## src/rtl/cpu_sequencer.sv

```systemverilog
// cpu_sequencer: multi-cycle fetch/decode/execute controller for the 4-bit Von Neumann CPU
module cpu_sequencer (
  input  logic       clk,
  input  logic       REST,
  input  logic [3:0] OPCODE,
  input  logic       ACC_ZERO,
  input  logic       MEM_READY,
  output logic       IR_LOAD,
  output logic       MAR_SEL,
  output logic       MAR_LOAD,
  output logic       PC_INC,
  output logic       PC_LOAD,
  output logic       MEM_READ,
  output logic       MEM_WRITE,
  output logic       ACC_LOAD,
  output logic [1:0] ALU_OP,
  output logic       OUT_LOAD,
  output logic       HALTED,
  output logic       ILLEGAL,
  output logic [2:0] STATE
);
  typedef enum logic [2:0] {FA = 3'd0, FM = 3'd1, DEC = 3'd2, OA = 3'd3, OM = 3'd4, EX = 3'd5, HALT = 3'd6} state_e;
  localparam logic [3:0] OP_NOP = 4'b0000, OP_LDA = 4'b0001, OP_ADD = 4'b0010, OP_SUB = 4'b0011,
                         OP_STA = 4'b0100, OP_JMP = 4'b0101, OP_JZ = 4'b0110, OP_OUT = 4'b1110, OP_HLT = 4'b1111;
  state_e state_q, state_d;
  logic is_acc, has_operand, legal;
  assign is_acc      = OPCODE == OP_LDA || OPCODE == OP_ADD || OPCODE == OP_SUB;
  assign has_operand = OPCODE >= OP_LDA && OPCODE <= OP_JZ;
  assign legal       = OPCODE == OP_NOP || has_operand || OPCODE == OP_OUT || OPCODE == OP_HLT;
  assign STATE       = REST ? 3'd0 : state_q;
  // Outputs are Mealy and forced low by REST in the same cycle, so a pending request drops at once
  always_comb begin
    state_d   = FA;
    IR_LOAD   = 1'b0;
    MAR_SEL   = 1'b0;
    MAR_LOAD  = 1'b0;
    PC_INC    = 1'b0;
    PC_LOAD   = 1'b0;
    MEM_READ  = 1'b0;
    MEM_WRITE = 1'b0;
    ACC_LOAD  = 1'b0;
    ALU_OP    = 2'b00;
    OUT_LOAD  = 1'b0;
    HALTED    = 1'b0;
    ILLEGAL   = 1'b0;
    if (!REST) begin
      case (state_q)
        FA: begin
          MAR_LOAD = 1'b1;
          state_d  = FM;
        end
        FM: begin
          MEM_READ = 1'b1;
          IR_LOAD  = MEM_READY;
          PC_INC   = MEM_READY;
          state_d  = MEM_READY ? DEC : FM;
        end
        DEC: begin
          OUT_LOAD = OPCODE == OP_OUT;
          ILLEGAL  = !legal;
          state_d  = OPCODE == OP_HLT ? HALT : has_operand ? OA : FA;
        end
        OA: begin
          MAR_LOAD = 1'b1;
          state_d  = OM;
        end
        OM: begin
          MEM_READ = 1'b1;
          MAR_SEL  = MEM_READY;
          MAR_LOAD = MEM_READY;
          PC_INC   = MEM_READY;
          state_d  = MEM_READY ? EX : OM;
        end
        EX: begin
          MEM_READ  = is_acc;
          MEM_WRITE = OPCODE == OP_STA;
          ACC_LOAD  = is_acc && MEM_READY;
          ALU_OP    = !ACC_LOAD ? 2'b00 : OPCODE == OP_ADD ? 2'b01 : OPCODE == OP_SUB ? 2'b10 : 2'b00;
          PC_LOAD   = OPCODE == OP_JMP || (OPCODE == OP_JZ && ACC_ZERO);
          state_d   = (is_acc || OPCODE == OP_STA) && !MEM_READY ? EX : FA;
        end
        HALT: begin
          HALTED  = 1'b1;
          state_d = HALT;
        end
        default: state_d = FA;
      endcase
    end
  end
  always_ff @(posedge clk) state_q <= REST ? FA : state_d;
endmodule

```

## config.mk

```make
export PLATFORM = sky130hd
export DESIGN_NAME = cpu_sequencer
export DESIGN_NICKNAME = d
export VERILOG_FILES = /design/src/rtl/cpu_sequencer.sv
export SDC_FILE = /design/constraint.sdc
export NUM_CORES = 1
export LEC_CHECK = 0
export BUFFER_PORTS_ARGS = -buffer_cell sky130_fd_sc_hd__buf_2
export CAP_MARGIN = 20
export CORE_AREA = 2 2 39 41
export DETAILED_ROUTE_END_ITERATION = 6
export DIE_AREA = 0 0 41 43
export PLACE_DENSITY = 0.76
export SLEW_MARGIN = 20
export SYNTH_ARGS = -nofsm -noshare
export SYNTH_HDL_FRONTEND = slang
export SYNTH_SLANG_ARGS = --single-unit
export TNS_END_PERCENT = 1
```

## constraint.sdc

```tcl
create_clock -name clk -period 1.5 [get_ports clk]
set_clock_uncertainty 0.1 [all_clocks]
set_input_delay 0.3 -clock clk [delete_from_list [all_inputs] [get_ports clk]]
set_output_delay 0.3 -clock clk [all_outputs]
set_load 0.01 [all_outputs]
```

==> results.toml, run 1 <==
[run_status]
outcome = "finished, violations left"
violations = "setup timing"

[sta]
layout_setup_ws_ns = -0.254
max_slew_margin = 0.831
hold_violations = 0
fin_setup_tns_ns = -1.70
worstMarginPinSlew_ns = 0.252
fmax_ghz = 0.570
fin_crit_sh = 1.17
timing.hold.ws_ns = 0.343
finalSetupViolations = 12
finalCriticalPeriod_ns = 1.75
slew_violations = 0
grt_setup_unrepaired = "true"

[setup_path]
slowest_stage = "or3_4"
worstPathMaxFanout = 4
crit_arrival_ns = 1.35
end_kind = "output port"
slowest_delay_ns = 0.36
cp_data_required_time_ns = 1.10
path_class = "register to output port"
crit_buf_inv = 1
critPathTopFamily = "simple AND/OR/NAND/NOR gates"
worstPathCellList = "nand2b_4, or3_4, nor4_4, buf_2"
critPathLaunchType = "register"

[floorplanning]
dieArea_um2 = 1760
rows = 14
dieHeight_um = 43
die_w_um = 41
core_um2 = 1380
start_util = 0.334
io_pins = 24

[clocking]
cts.reportedPaths.clkPinSlew_ns = 0.04
root_buffer = "clkbuf_4"
numCtsBuffers = 3
cts_buffer_depth = 2
cts_setup_buffers = 0
ctsHoldBuffers = 0
cts-htree-levels = 1
clk_latency_ns = 0.23
cts_tree = "built"
cts.sink_count = 3

[detailed_routing]
vias_per_cell = 5.57
antenna_left = 0
vias = 663
drt-total-wl_um = 1730
drc = 0
firstDrtPassIters = 3
wl_per_cell_um = 14.6
drtIter0Drc = 20

[grt]
gr-usage-met3 = 0.0628
grt_max_degree = 12
grt_util_met2 = 0.403
grt.met1_usage = 0.188
groute.usage.overall = 0.209
gr-max-usage-layer = "met2"
antenna_found_initial = 0
grt_pass1_vias = 619
grt_pass1_wl_um = 2490
gr-total-overflow = 0

[placement]
gp_congestion = 0.778
port_buffers = 23
placed_cells = 115
place_ws_ns = -0.0898
hpwl_um = 1220

[logic_synthesis]
synthTopCellsByArea = "dfxtp_1 (13%), nand2b_1 (8.1%), nor2_1 (5.7%), a21oi_1 (5.4%), nor3b_2 (5.4%)"
synth_cell_types = 31
synth_top_flop_cell = "dfxtp_1"
synth_top_family_by_area = "simple AND/OR/NAND/NOR gates"
syn_avg_cell_area_um2 = 6.79
yosys-top-cells-count = "nor2_1 (7), nand2b_1 (6), a21oi_1 (5)"
synth_seq_cells = 3
yosysSeqAreaShare = 0.130
syn_nets = 76
synthSimpleGateAreaFrac = 0.504
synth_compound_area_frac = 0.255
synth_largest_area_cell = "dfxtp_1"
synthMuxAreaShare = 0
yosysMostFrequentCell = "nor2_1"
yosys.area_share.xor_xnor = 0.0190
syn_inst = 68
synth.top_cell.area_share = 0.130
synth_edf_count = 0
synth_fa_ha_area_frac = 0
ys_async_sr_fraction = 0
synth.yosys.warnings = 0
synth_area_um2 = 462

[finish]
largest_reg_flops = 3
nets = 112
antennaDiodeCount = 0
fillers = 113
multiInputGateArea_um2 = 442
regMostFlops = "state_q"
reg_top3 = "state_q x3"
layout.cells.non_filler = 119
seqCellArea_um2 = 68.8
drive_above_1_share = 0.563
area_growth_pct = 74.0

[power_and_ir_drop]
peakVddDrop_mv = 0.275
p_total_mw = 0.428
power_per_cell_area_nw_per_um2 = 533
p_leak_nw = 0.383

[flow_run]
maxCapViolations = 0

[min_path]
hold_class = "input pin to register"
[final cells by class]
cell class / instances / area share
repair buffers: 38 / 0.293
inverters: 3 / 0.0140
multi-input cells: 55 / 0.550
clock buffers: 4 / 0.0327
well taps: 16 / 0.0249
flip-flops and latches: 3 / 0.0857
[path summary, 6_finish.rpt]
path | depth (start not counted) | slack [ns] | startpoint | to
setup / recovery | 4 | -0.25 | state_q[0]$_SDFF_PP0_ | OUT_LOAD
setup reg to reg | 4 | 0.18 | state_q[0]$_SDFF_PP0_ | state_q[0]$_SDFF_PP0_
hold reg to reg | 2 | 0.58 | state_q[2]$_SDFF_PP0_ | state_q[2]$_SDFF_PP0_
hold / removal | 3 | 0.34 | REST | state_q[2]$_SDFF_PP0_
[tightest hold or removal path, delay by kind of cell]
kind / cells / cell delay (ns)
AO/OA/AOI/OAI: 1 / 0.04
buffers and inverters: 2 / 0.29
[cell families (layout without fill, tap and decap cells)]
kind of cell	count (synthesis)	count (layout)
and+or+nand+nor	38	38
DFF	3	3
buffers and inverters	10	45
AOI/OAI and AO/OA	16	16
xor gates and xnor gates	1	1
[per-layer routing]
layer  wire (um)  share of wire  vias up
li1            -              -      326
met1         725           0.42      318
met2         923           0.53       17
met3          62          0.036        2
met4          21          0.012        0
met5           0              0        -
[timing repair]
action / 4_1_cts / 5_1_grt
gates resized for setup: 8 / 8
pin swaps: 1 / 3
endpoints found under the setup margin: 13 / 15
[power by group]
part / switching [mW] / internal, mW / leakage [nW]
Sequential: 0.00895 / 0.0853 / 0.0263
Clock: 0.0452 / 0.0999 / 0.0150
Combinational: 0.0970 / 0.0921 / 0.342
[cell usage in the layout, fill, tap and decap left out, drive strengths merged]
| cell type | n |
|---|---|
| nand2 | 3 |
| o31a | 2 |
| nand3b | 1 |
| or3 | 3 |
| clkbuf | 4 |
| nand3 | 2 |
| and4bb | 1 |
| dfxtp | 3 |
| nor3b | 4 |
| and2 | 1 |
| a2bb2oi | 1 |
| a41oi | 1 |
| buf | 38 |
| a21oi | 5 |
| o2111a | 1 |
| o2111ai | 1 |
| a41o | 1 |
| xor2 | 1 |
| a31oi | 2 |
| nor3 | 4 |
| nor2b | 2 |
| a311oi | 1 |
| nand4 | 1 |
| nand4b | 1 |
| nand2b | 6 |
| inv | 3 |
| nor4 | 1 |
| o21ai | 1 |
| nor2 | 7 |
| and4 | 1 |
[per-stage QoR]
stage	util	area [um^2]
after detailed placement	0.510	706
after global routing	0.580	803
after floorplan	-	489
final	0.580	803
after global placement	0.510	706
after CTS	0.551	762
No activity file was read; power rests on OpenSTA's default activity.
==> inputs of run 2 (changes only) <==
--- a/config.mk
+++ b/config.mk
@@ -10,6 +10,7 @@
 export CORE_AREA = 2 2 39 41
 export DETAILED_ROUTE_END_ITERATION = 6
 export DIE_AREA = 0 0 41 43
+export MAX_ROUTING_LAYER = met4
 export PLACE_DENSITY = 0.76
 export SLEW_MARGIN = 20
 export SYNTH_ARGS = -nofsm -noshare
==> run 2 against run 1 <==
  * The flow still finishes with violations (setup timing)
  * Critical path depth is the same
  * Clock power is essentially flat
  * Hold slack lost 0.0024 ns
  * Via count grew 0.15%
  * First-iteration DRC count is the same
  * Maximum frequency is essentially flat
  * Critical path type unchanged
  * Largest power group unchanged
==> results.toml, run 2 (synthesis gave the netlist of run 1 again) <==
[finish]
fillers = 113
final_area_um2 = 803
reg_top3 = "state_q x3"
drive_above_1_share = 0.563
area_growth_pct = 74.0
largest_reg_flops = 3
nets = 112
antennaDiodeCount = 0
final_cell_mix = "buf_2 (23), buf_4 (13), nor2_1 (7)"
regMostFlops = "state_q"
final_common_cell = "buf_2"
layout.cells.non_filler = 119

[setup_path]
endpoint = "OUT_LOAD"
r2r_slack_ns = 0.18
worstPathMaxFanout = 4
cp-startpoint = "state_q[0]$_SDFF_PP0_"
end_kind = "output port"
path_class = "register to output port"
slowest_delay_ns = 0.36
r2r_start = "state_q[0]$_SDFF_PP0_"
crit_arrival_ns = 1.35
slowest_stage = "or3_4"
r2r_end = "state_q[0]$_SDFF_PP0_"
critPathLaunchType = "register"
cp_data_required_time_ns = 1.10
r2r_cells = 4
worstPathCellList = "nand2b_4, or3_4, nor4_4, buf_2"

[flow_run]
maxCapViolations = 0

[sta]
max_slew_margin = 0.831
finalCriticalPeriod_ns = 1.75
grt_setup_unrepaired = "true"
fin_crit_sh = 1.17
fin_setup_tns_ns = -1.72
hold_violations = 0
finalSetupViolations = 12
worstMarginPinSlew_ns = 0.252
layout_setup_ws_ns = -0.255
slew_violations = 0
fmax_ghz = 0.570

[detailed_routing]
drt-total-wl_um = 1730
antenna_left = 0
vias = 664
vias_per_cell = 5.58
drc = 0
wl_per_cell_um = 14.6
firstDrtPassIters = 3
drtIter0Drc = 20

[floorplanning]
io_pins = 24
die_w_um = 41
start_util = 0.334
dieHeight_um = 43
dieArea_um2 = 1760
core_um2 = 1380
rows = 14

[clocking]
cts_tree = "built"
root_buffer = "clkbuf_4"
numCtsBuffers = 3
clk_latency_ns = 0.23
cts_buffer_depth = 2
cts.sink_count = 3
ctsHoldBuffers = 0
cts-htree-levels = 1
cts.reportedPaths.clkPinSlew_ns = 0.04
cts_setup_buffers = 0

[grt]
antenna_found_initial = 0
grt_pass1_vias = 615
grt_max_degree = 12
groute.usage.overall = 0.215
gr-total-overflow = 0
grt_pass1_wl_um = 2490

[power_and_ir_drop]
seqPwrFrac = 0.220
p_total_mw = 0.429
combPwrFrac = 0.440
clockPowerShare = 0.340
peakVddDrop_mv = 0.281
switching_power_mw = 0.152
sw_frac_of_total = 0.354
power_per_cell_area_nw_per_um2 = 534
internal-power_mw = 0.277
p_leak_nw = 0.383

[placement]
place_ws_ns = -0.0898
gp_congestion = 0.789
hpwl_um = 1220
port_buffers = 23
placed_cells = 115
placed_cell_area_um2 = 706

[min_path]
hold_class = "input pin to register"

[run_status]
outcome = "finished, violations left"
violations = "setup timing"
==> run 2: layer usage <==
metal  vias up  GRT usage  share of wire
met3         4     0.0628          0.038
met2        18      0.403           0.53
li1        325          -              -
met4         0     0.0600          0.017
met1       317      0.188           0.42
met5         -          -              0
==> run 2: what timing repair did <==
action                     4_1_cts  5_1_grt
resized for setup                8        8
setup endpoints to repair       13       15
pin swaps                        1        3
cloned                           0        0
==> run 2: critical path: cells and delay by family, from the launching register on <==
family | cells | cell delay, ns
buffers and inverters | 1 | 0.16
flip-flops | 1 | 0.33
AND/OR/NAND/NOR | 3 | 0.63
==> run 2: area by class of cell <==
cell class,count,area [um^2],share of cell area
timing repair buffer,38,235,0.293
clock buffer,4,26.3,0.0327
multi-input combinational,55,442,0.550
sequential,3,68.8,0.0857
inverter,3,11.3,0.0140
tap,16,20.0,0.0249
==> run 2: through the flow <==
step | utilization | hold WS (ns)
finish | 0.580 | 0.340
global route | 0.580 | 0.342
CTS | 0.551 | 0.312
detailed placement | 0.510 | 0.537
global placement | 0.510 | 0.520
floorplan | - | 0.417
==> run 2: power by group through the flow <==
stage	sequential (mW)	combinational, mW	clock, mW
CTS	0.0915	0.173	0.148
finish	0.0943	0.189	0.146
global placement	0.0926	0.160	0
floorplan	0.0924	0.0964	0
global route	0.0947	0.203	0.164
detailed placement	0.0929	0.166	0
==> run 2: how the worst min path moves through the flow <==
stage,from,to,cells past startpoint
floorplan,MEM_READY,state_q[2]$_SDFF_PP0_,3
global placement,REST,state_q[2]$_SDFF_PP0_,3
detailed placement,REST,state_q[2]$_SDFF_PP0_,3
CTS,REST,state_q[2]$_SDFF_PP0_,3
global route,REST,state_q[2]$_SDFF_PP0_,3
finish,REST,state_q[2]$_SDFF_PP0_,3
==> inputs of run 3 (changes only) <==
--- a/config.mk
+++ b/config.mk
@@ -12,7 +12,8 @@
 export DIE_AREA = 0 0 41 43
 export MAX_ROUTING_LAYER = met4
 export PLACE_DENSITY = 0.76
-export SLEW_MARGIN = 20
+export SETUP_SLACK_MARGIN = 0.4
+export SLEW_MARGIN = 0
 export SYNTH_ARGS = -nofsm -noshare
 export SYNTH_HDL_FRONTEND = slang
 export SYNTH_SLANG_ARGS = --single-unit
==> run 3 against run 2 <==
  * The run still ends with setup timing left
  * Sequential share of layout area shrank 0.84 points
  * Total power down 1.5%
  * Utilization increased by 1.6 points
  * Via count decreased by 0.45%
  * Global-route usage decreased by 1.1 points
  * Largest cell class unchanged
==> results.toml, run 3 (synthesis gave the netlist of run 1 again) <==
[clocking]
clk_latency_ns = 0.23
cts_tree = "built"
cts.sink_count = 3
cts_buffer_depth = 2
cts.reportedPaths.clkPinSlew_ns = 0.04
cts-htree-levels = 1
root_buffer = "clkbuf_4"
numCtsBuffers = 3

[sta]
finalCriticalPeriod_ns = 1.72
max_slew_margin = 0.843
fmax_ghz = 0.582
worstMarginPinSlew_ns = 0.235
finalSetupViolations = 12
slew_violations = 0
grt_setup_unrepaired = "true"
layout_setup_ws_ns = -0.219
hold_violations = 0
fin_crit_sh = 1.15
timing.hold.ws_ns = 0.301

[power_and_ir_drop]
power_per_cell_area_nw_per_um2 = 512
p_total_mw = 0.423
peakVddDrop_mv = 0.416
p_leak_nw = 0.401

[finish]
largest_reg_flops = 3
drive_above_1_share = 0.574
area_growth_pct = 78.9
nets = 117
reg_top3 = "state_q x3"
seqCellArea_um2 = 63.8
antennaDiodeCount = 0
regMostFlops = "state_q"
finish.utilization = 0.597
multiInputGateArea_um2 = 427
final_common_cell = "buf_2"
final_cell_mix = "buf_2 (21), buf_4 (20), nor2_1 (7)"
fillers = 126

[detailed_routing]
firstDrtPassIters = 4
drtIter0Drc = 17
drt-total-wl_um = 1580
vias_per_cell = 5.33
antenna_left = 0
wl_per_cell_um = 12.7
drc = 0
vias = 661

[setup_path]
r2r_end = "state_q[1]$_SDFF_PP0_"
cp_data_required_time_ns = 1.10
end_kind = "output port"
r2r_cells = 4
r2r_slack_ns = 0.23
path_class = "register to output port"
crit_arrival_ns = 1.32
endpoint = "OUT_LOAD"
critPathLaunchType = "register"
cp-startpoint = "state_q[0]$_SDFF_PP0_"
r2r_start = "state_q[2]$_SDFF_PP0_"
worstPathMaxFanout = 4

[placement]
place_ws_ns = -0.0901
gp_congestion = 0.816
hpwl_um = 1230
port_buffers = 23

[run_status]
violations = "setup timing"
outcome = "finished, violations left"

[grt]
groute.usage.overall = 0.203
antenna_found_initial = 0
grt_max_degree = 10
gr-total-overflow = 0
grt_pass1_wl_um = 2460
grt_pass1_vias = 610

[floorplanning]
core_um2 = 1380
dieHeight_um = 43
die_w_um = 41
io_pins = 24
rows = 14
start_util = 0.334
dieArea_um2 = 1760

[min_path]
hold_class = "input pin to register"

[flow_run]
maxCapViolations = 0
-- run 3: final cells by class --
cell class	instances	share of cell area
multi-input combinational	55	0.517
inverter	3	0.0136
clock buffer	4	0.0318
tap	16	0.0242
timing repair buffer	43	0.336
sequential	3	0.0773
-- run 3: how the worst min path moves through the flow --
stage                                     start                     to  depth (start not counted)
after floorplan                       MEM_READY  state_q[2]$_SDFF_PP0_                          3
after global placement    state_q[0]$_SDFF_PP0_  state_q[2]$_SDFF_PP0_                          2
after detailed placement  state_q[0]$_SDFF_PP0_  state_q[2]$_SDFF_PP0_                          2
final                                      REST  state_q[2]$_SDFF_PP0_                          3
after global routing                       REST  state_q[2]$_SDFF_PP0_                          3
after CTS                                  REST  state_q[2]$_SDFF_PP0_                          3
-- run 3: where the power goes --
group	leakage (nW)	total (mW)	switching, mW	internal [mW]
sequential	0.0257	0.0947	0.00723	0.0874
combinational	0.360	0.191	0.0931	0.0975
clock	0.0150	0.138	0.0380	0.0995
-- run 3: stage by stage --
step	TNS, ns	instances	cell area (um^2)
floorplan	0	68	523
global placement	-0.172	119	747
detailed placement	-0.364	119	747
CTS	-1.66	123	806
global route	-2.75	124	826
finish	-1.67	124	826
-- run 3: timing repair --
action	CTS	global route
pin swaps	6	6
gates resized for setup	7	4
hold buffers	0	0
buffers inserted	0	1
setup endpoints to repair	19	19
endpoints found under the hold margin	0	0
-- run 3: layer usage --
layer	share of wire	track usage	vias to the layer above
met5	0	-	-
li1	-	-	334
met4	0.0051	0.100	0
met1	0.43	0.234	307
met2	0.51	0.319	18
met3	0.051	0.0419	2
-- run 3: critical path: stages, from the launching register on --
cell and delay [ns]:
dfxtp_2 0.32, nand2b_4 0.13, or3_4 0.35, nor4_4 0.12, buf_2 0.16
